--- config.mk ---
export PLATFORM = sky130hd
export DESIGN_NAME = pwm_duty_sequencer
export DESIGN_NICKNAME = d
export VERILOG_FILES = /design/src/rtl/pwm_duty_sequencer_pkg.sv /design/src/rtl/pwm_duty_sequencer_btn_press_gen.sv /design/src/rtl/pwm_duty_sequencer.sv
export SDC_FILE = /design/constraint.sdc
export NUM_CORES = 1
export LEC_CHECK = 0
export ABC_AREA = 1
export CAP_MARGIN = 0
export CORE_MARGIN = 2
export CORE_UTILIZATION = 56
export DETAILED_ROUTE_END_ITERATION = 16
export PLACE_DENSITY = 0.86
export SLEW_MARGIN = 20
export SYNTH_ARGS = -nofsm -noshare
export SYNTH_HDL_FRONTEND = slang
export SYNTH_SLANG_ARGS = --single-unit
--- constraint.sdc ---
create_clock -name clk -period 10.55 [get_ports clk]
set_clock_uncertainty 0.15 [all_clocks]
set_input_delay 2.11 -clock clk [delete_from_list [all_inputs] [get_ports clk]]
set_output_delay 2.11 -clock clk [all_outputs]
set_load 0.005 [all_outputs]
--- src/rtl/pwm_duty_sequencer_pkg.sv ---
// pwm_duty_sequencer_pkg: shared widths, slew FSM states and duty step helper.
package pwm_duty_sequencer_pkg;
    localparam int DUTY_W  = 8;
    localparam int LEVEL_W = 4;
    typedef enum logic {IDLE, RAMP} state_t;
    function automatic logic [DUTY_W-1:0] step_toward(input logic [DUTY_W-1:0] cur, input logic [DUTY_W-1:0] tgt);
        return (cur < tgt) ? cur + 1'b1 : cur - 1'b1;
    endfunction
endpackage

--- src/rtl/pwm_duty_sequencer_btn_press_gen.sv ---
// btn_press_gen: one-clk press pulse from a debounced button level.
// Auto-repeat while held alone is built only when AUTO_REPEAT_EN is defined.
module btn_press_gen #(
    parameter int REPEAT_DELAY = 25000000,
    parameter int REPEAT_RATE  = 5000000
) (
    input  logic clk,
    input  logic rst_n,
    input  logic i_btn,
    input  logic i_other,
    output logic o_press
);
    logic r_prev;
    logic w_edge;
    assign w_edge = i_btn & ~r_prev;
    always_ff @(posedge clk or negedge rst_n) begin
        if (!rst_n) r_prev <= 1'b0;
        else        r_prev <= i_btn;
    end
`ifdef AUTO_REPEAT_EN
    localparam int CNT_W = $clog2(REPEAT_DELAY + 1);
    logic [CNT_W-1:0] r_cnt;
    logic w_rep;
    assign w_rep   = i_btn & ~i_other & (r_cnt == CNT_W'(REPEAT_DELAY));
    assign o_press = w_edge | w_rep;
    // r_cnt holds clocks since press; after each repeat it is rewound so the next fires REPEAT_RATE later
    always_ff @(posedge clk or negedge rst_n) begin
        if (!rst_n)                 r_cnt <= '0;
        else if (!i_btn || i_other) r_cnt <= '0;
        else if (w_edge)            r_cnt <= CNT_W'(1);
        else if (w_rep)             r_cnt <= CNT_W'(REPEAT_DELAY - REPEAT_RATE + 1);
        else if (r_cnt != '0)       r_cnt <= r_cnt + 1'b1;
    end
`else
    logic w_unused;
    assign w_unused = i_other | (REPEAT_DELAY == 0) | (REPEAT_RATE == 0);
    assign o_press  = w_edge;
`endif
endmodule

--- src/rtl/pwm_duty_sequencer.sv ---
// pwm_duty_sequencer: up/down presses -> level 0..MAX_LEVEL and a soft-slewed PWM duty.
// Optional auto-repeat of held buttons is enabled by defining AUTO_REPEAT_EN.
module pwm_duty_sequencer
    import pwm_duty_sequencer_pkg::*;
#(
    parameter int MAX_LEVEL    = 10,
    parameter int STEP         = 25,
    parameter int RAMP_DIV     = 5000,
    parameter int REPEAT_DELAY = 25000000,
    parameter int REPEAT_RATE  = 5000000
) (
    input  logic               clk,
    input  logic               rst_n,
    input  logic               i_btn_up,
    input  logic               i_btn_dn,
    output logic [LEVEL_W-1:0] o_level,
    output logic [DUTY_W-1:0]  o_duty,
    output logic               o_busy,
    output logic               o_update
);
    localparam int TICK_W = $clog2(RAMP_DIV + 1);
    logic               w_up_press, w_dn_press, w_inc, w_dec, w_chg;
    logic [LEVEL_W-1:0] r_level, w_level_nxt;
    logic [DUTY_W-1:0]  r_duty, w_target, w_target_nxt, w_duty_step;
    logic [TICK_W-1:0]  r_tick;
    state_t             r_state;
    logic               r_busy, r_update;

    btn_press_gen #(.REPEAT_DELAY(REPEAT_DELAY), .REPEAT_RATE(REPEAT_RATE)) u_up (
        .clk(clk), .rst_n(rst_n), .i_btn(i_btn_up), .i_other(i_btn_dn), .o_press(w_up_press));
    btn_press_gen #(.REPEAT_DELAY(REPEAT_DELAY), .REPEAT_RATE(REPEAT_RATE)) u_dn (
        .clk(clk), .rst_n(rst_n), .i_btn(i_btn_dn), .i_other(i_btn_up), .o_press(w_dn_press));

    assign w_inc        = w_up_press & ~w_dn_press & (r_level != LEVEL_W'(MAX_LEVEL));
    assign w_dec        = w_dn_press & ~w_up_press & (r_level != '0);
    assign w_chg        = w_inc | w_dec;
    assign w_level_nxt  = w_inc ? r_level + 1'b1 : w_dec ? r_level - 1'b1 : r_level;
    assign w_target     = DUTY_W'(r_level * STEP);
    assign w_target_nxt = DUTY_W'(w_level_nxt * STEP);
    assign w_duty_step  = step_toward(r_duty, w_target);

    // A level change wins over a pending slew step: the tick restarts and duty holds this edge
    always_ff @(posedge clk or negedge rst_n) begin
        if (!rst_n) begin
            r_level  <= '0;
            r_duty   <= '0;
            r_tick   <= '0;
            r_state  <= IDLE;
            r_busy   <= 1'b0;
            r_update <= 1'b0;
        end else begin
            r_level  <= w_level_nxt;
            r_update <= w_chg;
            if (w_chg) begin
                r_tick  <= '0;
                r_state <= (w_target_nxt == r_duty) ? IDLE : RAMP;
                r_busy  <= w_target_nxt != r_duty;
            end else if (r_state == RAMP) begin
                if (r_tick == TICK_W'(RAMP_DIV - 1)) begin
                    r_tick <= '0;
                    r_duty <= w_duty_step;
                    if (w_duty_step == w_target) begin
                        r_state <= IDLE;
                        r_busy  <= 1'b0;
                    end
                end else begin
                    r_tick <= r_tick + 1'b1;
                end
            end
        end
    end

    assign o_level  = r_level;
    assign o_duty   = r_duty;
    assign o_busy   = r_busy;
    assign o_update = r_update;
endmodule
Word-level counts from Yosys, hierarchy flattened
Cells that the tools add are included.
{"block": "classes", "mul": 2, "bitwise_logic": 12, "n_addsub": 5, "n_reduce_logical": 6, "n_shift": 0, "n_eq_ne": 5, "muxes": 15, "n_lt_le_gt_ge": 1, "div": 0}
{"operator": "$mux W13", "n": 3}
{"operator": "$eq A8 B8 Y1", "n": 2}
{"operator": "$mul A4 B5 Y8 const B", "n": 2}
{"operator": "$add A13 B1 Y13 const B", "n": 1}
{"operator": "$eq A13 B13 Y1 const B", "n": 1}
{"operator": "$mux W1", "n": 9}
{"operator": "$add A8 B1 Y8 const B", "n": 1}
{"operator": "$lt A8 B8 Y1", "n": 1}
{"operator": "$mux W4", "n": 2}
{"operator": "$mux W8", "n": 1}
{"operator": "$ne A8 B8 Y1", "n": 1}
{"operator": "$sub A8 B1 Y8 const B", "n": 1}
{"operator": "$and A1 B1 Y1", "n": 6}
{"operator": "$reduce_and A3 Y1", "n": 2}
{"operator": "$reduce_bool A2 Y1", "n": 3}
{"operator": "$not A1 Y1", "n": 5}
{"operator": "$add A4 B1 Y4 const B", "n": 1}
{"operator": "$ne A4 B4 Y1 const B", "n": 1}
{"operator": "$reduce_bool A4 Y1", "n": 1}
{"operator": "$sub A4 B1 Y4 const B", "n": 1}
{"operator": "$or A1 B1 Y1", "n": 1}
{"block": "word_totals", "in_bits": 4, "latch_bits": 0, "word_cells": 54, "output_inout_bits": 14, "ff_bits": 30, "mem_bits_ro": 0, "memories": 0, "ram_bits": 0}

Depth between registers and ports, before layout
Gate-level depths: netlist (run 1).
{"block": "logic_depth", "word_depth": 11, "mapped_depth": 25, "depth_no_buf": 25}

Modules after synthesis
A second synthesis (run 1) with hierarchy kept.
{"block": "unflattened", "cells_unflattened": 348, "area_unflattened_um2": 2672.6}
{"mod": "pwm_duty_sequencer", "cells_per_inst": 342, "instances": 1, "seq_area_each_um2": 700.7, "area_each_um2": 2602.5}
{"mod": "btn_press_gen", "cells_per_inst": 3, "instances": 2, "seq_area_each_um2": 25.0, "area_each_um2": 35.0}

Worst setup path after synthesis (run 1)
OpenSTA, ideal clock, no wires.
{"block": "synth_timing", "path_type": "input port to flip-flop", "startpoint": "in i_btn_dn", "endpoint": "reg r_busy, in the netlist o_busy", "stages": 16, "arrival_ps": 4306, "setup_ps": 117, "path_buffers": 0, "setup_slack_ps": 5977, "required_time_ps": 10283, "path_cell_list": "inv_1 nor2_2 nand3_4 o211ai_1 o21ai_1 ha_1 ha_1 fa_1 xnor2_1 nand3_1 nor2_1 nand3_1 nor2_1 nand3_1 nand2_1 nand2_1"}
{"block": "synth_between", "elab_chain_cells": 8, "elab_cells_between_ends": 16, "cone_classes": "1 x mul; 1 x eq/ne; 3 x mux; 7 x bitwise; 4 x reduce/logical"}
{"item": "start, declared", "line": "pwm_duty_sequencer.sv:15", "source": "input logic i_btn_dn,"}
{"item": "$and A1 B1 Y1 (*)", "line": "pwm_duty_sequencer_btn_press_gen.sv:15", "source": "assign w_edge = i_btn & ~r_prev;"}
{"item": "$and A1 B1 Y1 or $not A1 Y1 (tied branches)", "line": "pwm_duty_sequencer.sv:35, pwm_duty_sequencer.sv:34"}
{"item": "$and A1 B1 Y1, on equally long branches", "line": "pwm_duty_sequencer.sv:35, pwm_duty_sequencer.sv:34"}
{"item": "$mux W4 or $and A1 B1 Y1 (tied branches)", "line": "pwm_duty_sequencer.sv:37, pwm_duty_sequencer.sv:34"}
{"item": "$mux W4 (*)", "line": "pwm_duty_sequencer.sv:37", "source": "assign w_level_nxt = w_inc ? r_level + 1'b1 : w_dec ? r_level - 1'b1 : r_level;"}
{"item": "net w_level_nxt[1]", "line": "pwm_duty_sequencer.sv:23", "source": "logic [LEVEL_W-1:0] r_level, w_level_nxt;"}
{"item": "$mul A4 B5 Y8 (*)", "line": "pwm_duty_sequencer.sv:39", "source": "assign w_target_nxt = DUTY_W'(w_level_nxt * STEP);"}
{"item": "$ne A8 B8 Y1 (*)", "line": "pwm_duty_sequencer.sv:57", "source": "r_busy <= w_target_nxt != r_duty;"}
{"item": "$mux W1 (*)", "line": "pwm_duty_sequencer.sv:54", "source": "if (w_chg) begin"}
{"item": "end signal, assigned", "line": "pwm_duty_sequencer.sv:57"}
{"item": "end, declared", "line": "pwm_duty_sequencer.sv:27", "source": "logic r_busy, r_update;"}
Mark *: on every way through the listed nets, which the timed path passes. The rest lies on a longest branch.
A chain may end at the register's enable or synchronous reset.

Final worst setup path (run 1)
Ends and elaborated chain as after synthesis.

==> metrics.txt, run 1 <==
Crit. End Element flip-flop; kind of critical path input pin to flip-flop; Reg area roughly 750 um2; arrival time at the worst endpoint 5.06 ns; sequential share of power approximately 22%; n_diodes 0; max-cap violations 0; first-pass GRT wire length about 10 mm; top-level I/O count 18; clk buf depth 2; initial antenna violation count 0; setup TNS 0 ns; Hold WC Path Type flip-flop to flip-flop; LEAKAGE 1.63 nW; Psw ~330 uW; number of global-route vias before repair 2276; final setup fails 0; TritonCTS clock tree built; final non-filler cell total approximately 460; post-route cell area between 0.003 and 0.004 mm2; Slew Limit Fails 0; H-tree depth 2; chip width approximately 74 um; Hold WS a little over 0.4 ns; Setup crit start kind input pin; Ys Warns 0; GRT Overall Usage around a quarter; setup bufs post-CTS 0; final net count roughly 430; clock share of power approximately 14%; Synth area leaders dfrtp_1, ha_1, nand2_1; Net Sw Frac between 40% and 50%; cts repair resizes 0; Placer Congestion between 0.8 and 0.9; Synth Register Bits 30; Fmax approximately 200 MHz; GRT overflow 0; DRT iter0 DRCs between 150 and 200; PwrDens approximately 230 mW/mm2; placed cells approximately 450; Via density a little over 5; Crit Path Max Fanout 6; initial core utilization between 50 and 60%; endpoints failing hold 0; post-synth top area cell dfrtp_1; largest net degree at the start of global routing 31; clock latency on the worst-skew pair 0.30 ns; status finished clean; Mean Syn Cell Area 7.47 um2; Critical Path RT approximately 11 ns; core area around 0.0047 mm2; post-synth top area share 27.5%; mapped cell area between 0.002 and 0.003 mm2; post-synthesis sequential area ratio between 20% and 30%; clk slew on worst S/H paths 0.07 ns; actual slew at the worst max-slew pin about 0.48 ns; # rows 25; die area between 0.005 and 0.006 mm2; post-route setup slack 5.52 ns; Netlist cell types 35; number of synthesized flops with an enable pin 0; filler cell count ~400; number of buffers created by CTS 5; Port Buffers 17; Place WS 5.23 ns; First-pass DRT Iterations 4; Residual DRC 0; cell-internal power approximately 380 uW; Synth Flop Type dfrtp_1; Post-CTS Hold Fix Bufs 0; antenna-violating nets left 0; Vias roughly 2300; area post-placement 0.00297 mm2; Die Ht ~74 um; Post-synth ARST share 100%; Routed WL 5.78 mm; Comb pwr share between 60% and 70%; RSZ-0062 raised after global routing false; Root Buffer clkbuf_8; min Tclk post-route just over 5 ns; Rel. slew slack 67.9%; multi-input logic area approximately 0.0017 mm2; layout cells sized above 1 about 6.2%; area grow syn2layout 12.6%; WL/cell ~13 um; Post-Synthesis Cells 365; HPWL after detailed placement about 4.4 mm; fin crit share 47.6%; Net Count, Synth just over 400; maximum vdd drop between 0.0001 and 0.00015 V; CTS Sinks 30
per-stage QoR:
step,power (mW),util (%)
after floorplan,0.495,-
after global placement,0.588,63.0
after detailed placement,0.608,63.0
after CTS,0.712,65.0
after global routing,0.793,65.0
final,0.708,65.0
power groups by stage:
stage / Clock, mW / Combinational, mW / Sequential, mW
final: 0.101 / 0.450 / 0.157
after global routing: 0.107 / 0.527 / 0.160
after CTS: 0.101 / 0.454 / 0.158
after detailed placement: 0 / 0.449 / 0.159
after global placement: 0 / 0.429 / 0.159
after floorplan: 0 / 0.343 / 0.152
cells in the mapped netlist (2+ instances only):
library cell	count
nor2_2	3
nand4_1	4
o21ai_1	8
o21ai_0	9
fa_1	3
nand2_4	2
nand2_1	96
xor2_1	11
a21oi_1	15
xnor2_1	9
ha_1	38
nand3_1	31
nor2_1	23
nor3_1	4
dfrtp_1	30
inv_1	60
state kept, by name (all words and copies together) (netlist names):
signal / cells
r_state: 1
o_busy: 1
r_tick: 13
o_update: 1
u_dn.r_prev: 1
u_up.r_prev: 1
o_level: 4
o_duty: 8
layout by cell type, fill, tap and decap left out, drive strengths merged, types with 3 or more instances in the layout:
cell	Yosys	routed
xnor2	9	9
ha	38	38
nand4	5	5
dfrtp	30	30
nor3	5	5
fa	3	3
nand2	99	99
clkbuf	0	6
o21ai	17	17
nand3	33	33
nor2	26	26
clkdlybuf4s50	0	17
a21oi	15	15
xor2	12	12
inv	62	62
cells by family after synthesis:
group | after synthesis | synth area share [%]
DFF | 30 | 27.5
AOI/OAI and AO/OA | 37 | 7.30
adders and majority gates | 41 | 19.7
xor gates and xnor gates | 22 | 7.85
and+or+nand+nor | 171 | 28.6
buffers and inverters | 64 | 9.09
critical path: stages:
cell	delay, ns
clkdlybuf4s50_1	0.51
inv_1	0.06
nor2_2	0.12
nand3_4	0.11
o211ai_1	0.18
o21ai_1	0.17
ha_1	0.33
ha_1	0.23
fa_1	0.46
xnor2_1	0.19
nand3_1	0.11
nor2_1	0.11
nand3_1	0.08
nor2_1	0.10
nand3_1	0.08
nand2_1	0.08
nand2_1	0.05
metal layers:
layer	track usage [%]	wire, um
met5	0	0
met2	38.5	2680
met4	9.09	134
met3	4.94	247
met1	32.0	2720
cell type report:
class | count | share of cell area, %
Clock buffer | 6 | 2.69
Multi-Input combinational cell | 271 | 56.3
Clock inverter | 2 | 0.408
Inverter | 62 | 7.66
Timing Repair Buffer | 18 | 5.79
Sequential cell | 30 | 24.5
Tap cell | 67 | 2.73
path summary, 6_finish.rpt:
path	start	endpoint	slack, ns	cells past startpoint
setup / recovery	i_btn_dn	o_busy	5.52	17
hold / removal	r_tick[3]	r_tick[3]	0.41	2
setup reg to reg	o_level[0]	o_busy	5.93	21
hold reg to reg	r_tick[3]	r_tick[3]	0.41	2
max in group asynchronous	rst_n	r_tick[4]	7.90	2
min in group asynchronous	rst_n	o_duty[7]	2.06	2
Power figures use the tool's default switching activity.
==> inputs of run 2 (changes only) <==
Settings changed: CORE_UTILIZATION 56 to 54, PLACE_DENSITY 0.86 to 0.87.
Clock period 10.55 ns to 4.11 ns, I/O delays scaled along.
==> run 2 against run 1 <==
Compared with the run above:
- critical path depth up 6
- final cell count grew 6.1%
- sequential power is 140% higher
- clock-buffer cell count did not move
- via count is 16% higher
- total power increased to 3.7 times the previous value
- final area is 16% higher
- core utilization is 9.6 points higher
- clock power grew to 2.5 times the previous value
- highest routed layer unchanged
==> metrics.txt, run 2 (synthesis results as in run 1) <==
number of global-route vias before repair 2410 (+5.9%); Post-CTS Hold Fix Bufs 0 (unchanged); antenna-violating nets left 0 (unchanged); Via density 5.62 (+9.6%); Hold WS 0.396 ns (-0.0117 ns); Vias 2719 (+16%); core area 0.00479 mm2 (+1.3%); top-level I/O count 18 (unchanged); chip width 75.0 um (+1.7%); Placer Congestion 0.882 (+0.14%); Port Buffers 17 (unchanged); final net count 461 (+6.5%); arrival time at the worst endpoint 4.08 ns (-0.98 ns); area grow syn2layout 31.0%; most common cell after layout, fill and taps aside nand2_1; final setup fails 0 (unchanged); clock latency on the worst-skew pair 0.29 ns (about the same); first-pass GRT wire length 10.8 mm (+8.1%); Hold WC Path Type flip-flop to flip-flop; Fmax 247 MHz; status finished clean; actual slew at the worst max-slew pin 0.571 ns (+0.0907 ns); largest net degree at the start of global routing 31 (unchanged); Die Ht 75.0 um (+1.7%); HPWL after detailed placement 4.96 mm (+13%); min Tclk post-route 4.06 ns; n_diodes 0 (unchanged); filler cell count 297 (-26%); WL/cell 15.8 um (+24%); Reg with most FFs r_tick; Setup crit start kind flip-flop; Reg2Reg Setup Slack 0.05 ns (-5.88 ns); GRT Overall Usage 25.6% (+1.5 points); Slew Limit Fails 0 (unchanged); CTS Sinks 30 (unchanged); Critical Path RT 4.14 ns (-6.45 ns); maximum vdd drop 0.000544 V (+400%); kind of critical path flip-flop to flip-flop; H-tree depth 2 (unchanged); endpoints failing hold 0 (unchanged); fin crit share 98.7%; number of buffers created by CTS 5 (unchanged); DRT iter0 DRCs 177 (+2.9%); TritonCTS clock tree built; LEAKAGE 1.80 nW (+10%); PwrDens 733 mW/mm2 (+220%); initial core utilization 56.9% (-0.75 points); max-cap violations 0 (unchanged); clk slew on worst S/H paths 0.07 ns (about the same); die area 0.00563 mm2 (+3.5%); most frequent cells in the layout nand2_1, inv_1, dfrtp_1; Largest register FFs 13 (unchanged); GRT overflow 0 (unchanged); # rows 25 (unchanged); Routed WL 7.63 mm (+32%); setup TNS 0 ns (unchanged); Root Buffer clkbuf_8; layout cells sized above 1 22.5% (+16 points); First-pass DRT Iterations 5 (+1); initial antenna violation count 0 (unchanged); clk buf depth 2 (unchanged); Rel. slew slack 61.9% (-6.1 points); Residual DRC 0 (unchanged); Crit Path Max Fanout 8 (+2); Crit. End Element flip-flop
## run 2: cell type report
class	count	area (um2)	area share, %
clock inverters	2	12.5	0.351
multi-input cells	271	2010	56.2
well taps	67	83.8	2.35
clock buffers	6	82.6	2.31
inverters	62	235	6.59
flip-flops and latches	30	751	21.0
repair buffers	46	399	11.2
## run 2: final timing paths
kind | startpoint | endpoint | cells after the start
worst max-delay path | o_level[0] | o_busy | 23
worst min-delay path | r_tick[11] | r_tick[11] | 2
worst max register to register | o_level[0] | o_busy | 23
worst min register to register | r_tick[11] | r_tick[11] | 2
max in group asynchronous | rst_n | r_tick[6] | 2
min in group asynchronous | rst_n | o_level[3] | 2
## run 2: metrics by stage
stage,util [%],area [um2],power (mW),worst slack (ns),std cells
2_1_floorplan,-,2730,1.27,0.170,365
3_3_place_gp,65.1,3120,1.69,0.0422,467
3_5_place_dp,65.1,3120,1.77,-0.143,467
4_1_cts,67.8,3240,2.08,0.0220,476
5_1_grt,74.6,3570,2.79,-0.133,484
6_report,74.6,3570,2.62,0.0542,484
## run 2: worst max-delay path, cell delays in order, from the launching register on
cell     delay (ns)
dfrtp_1        0.41
inv_2          0.07
ha_4           0.29
ha_4           0.14
inv_2          0.04
fa_2           0.60
ha_4           0.22
a21oi_4        0.16
nor2_4         0.06
nor2_4         0.14
nand2_4        0.12
buf_4          0.16
ha_1           0.28
nand3_1        0.09
nand3_2        0.13
nand3_1        0.09
nand2_1        0.15
inv_1          0.08
nand3_1        0.13
nand3_1        0.12
nand2_1        0.12
nand3_1        0.08
nand2_1        0.06
nand2_1        0.05
## run 2: what timing repair did
action                                 in CTS  in global routing
setup buffers                               1                  8
setup endpoints to repair                   2                  3
gates cloned                                0                  0
endpoints found under the hold margin       0                  0
gates resized for setup                     8                 49
pin swaps                                   3                 26
## run 2: report_power, final
group | switching, mW | internal, mW
Sequential | 0.0364 | 0.337
Clock | 0.121 | 0.134
Combinational | 1.03 | 0.960
Total | 1.18 | 1.43
## run 2: per-layer routing
layer  part of all wire, %  routed length (um)  track usage [%]  up-vias
li1                      -                   -                -     1267
met1                    38                2930             32.4     1304
met2                    52                3970             45.2      117
met3                   6.3                 478             2.95       31
met4                   3.2                 248             8.93        0
met5                     0                   0                0        -
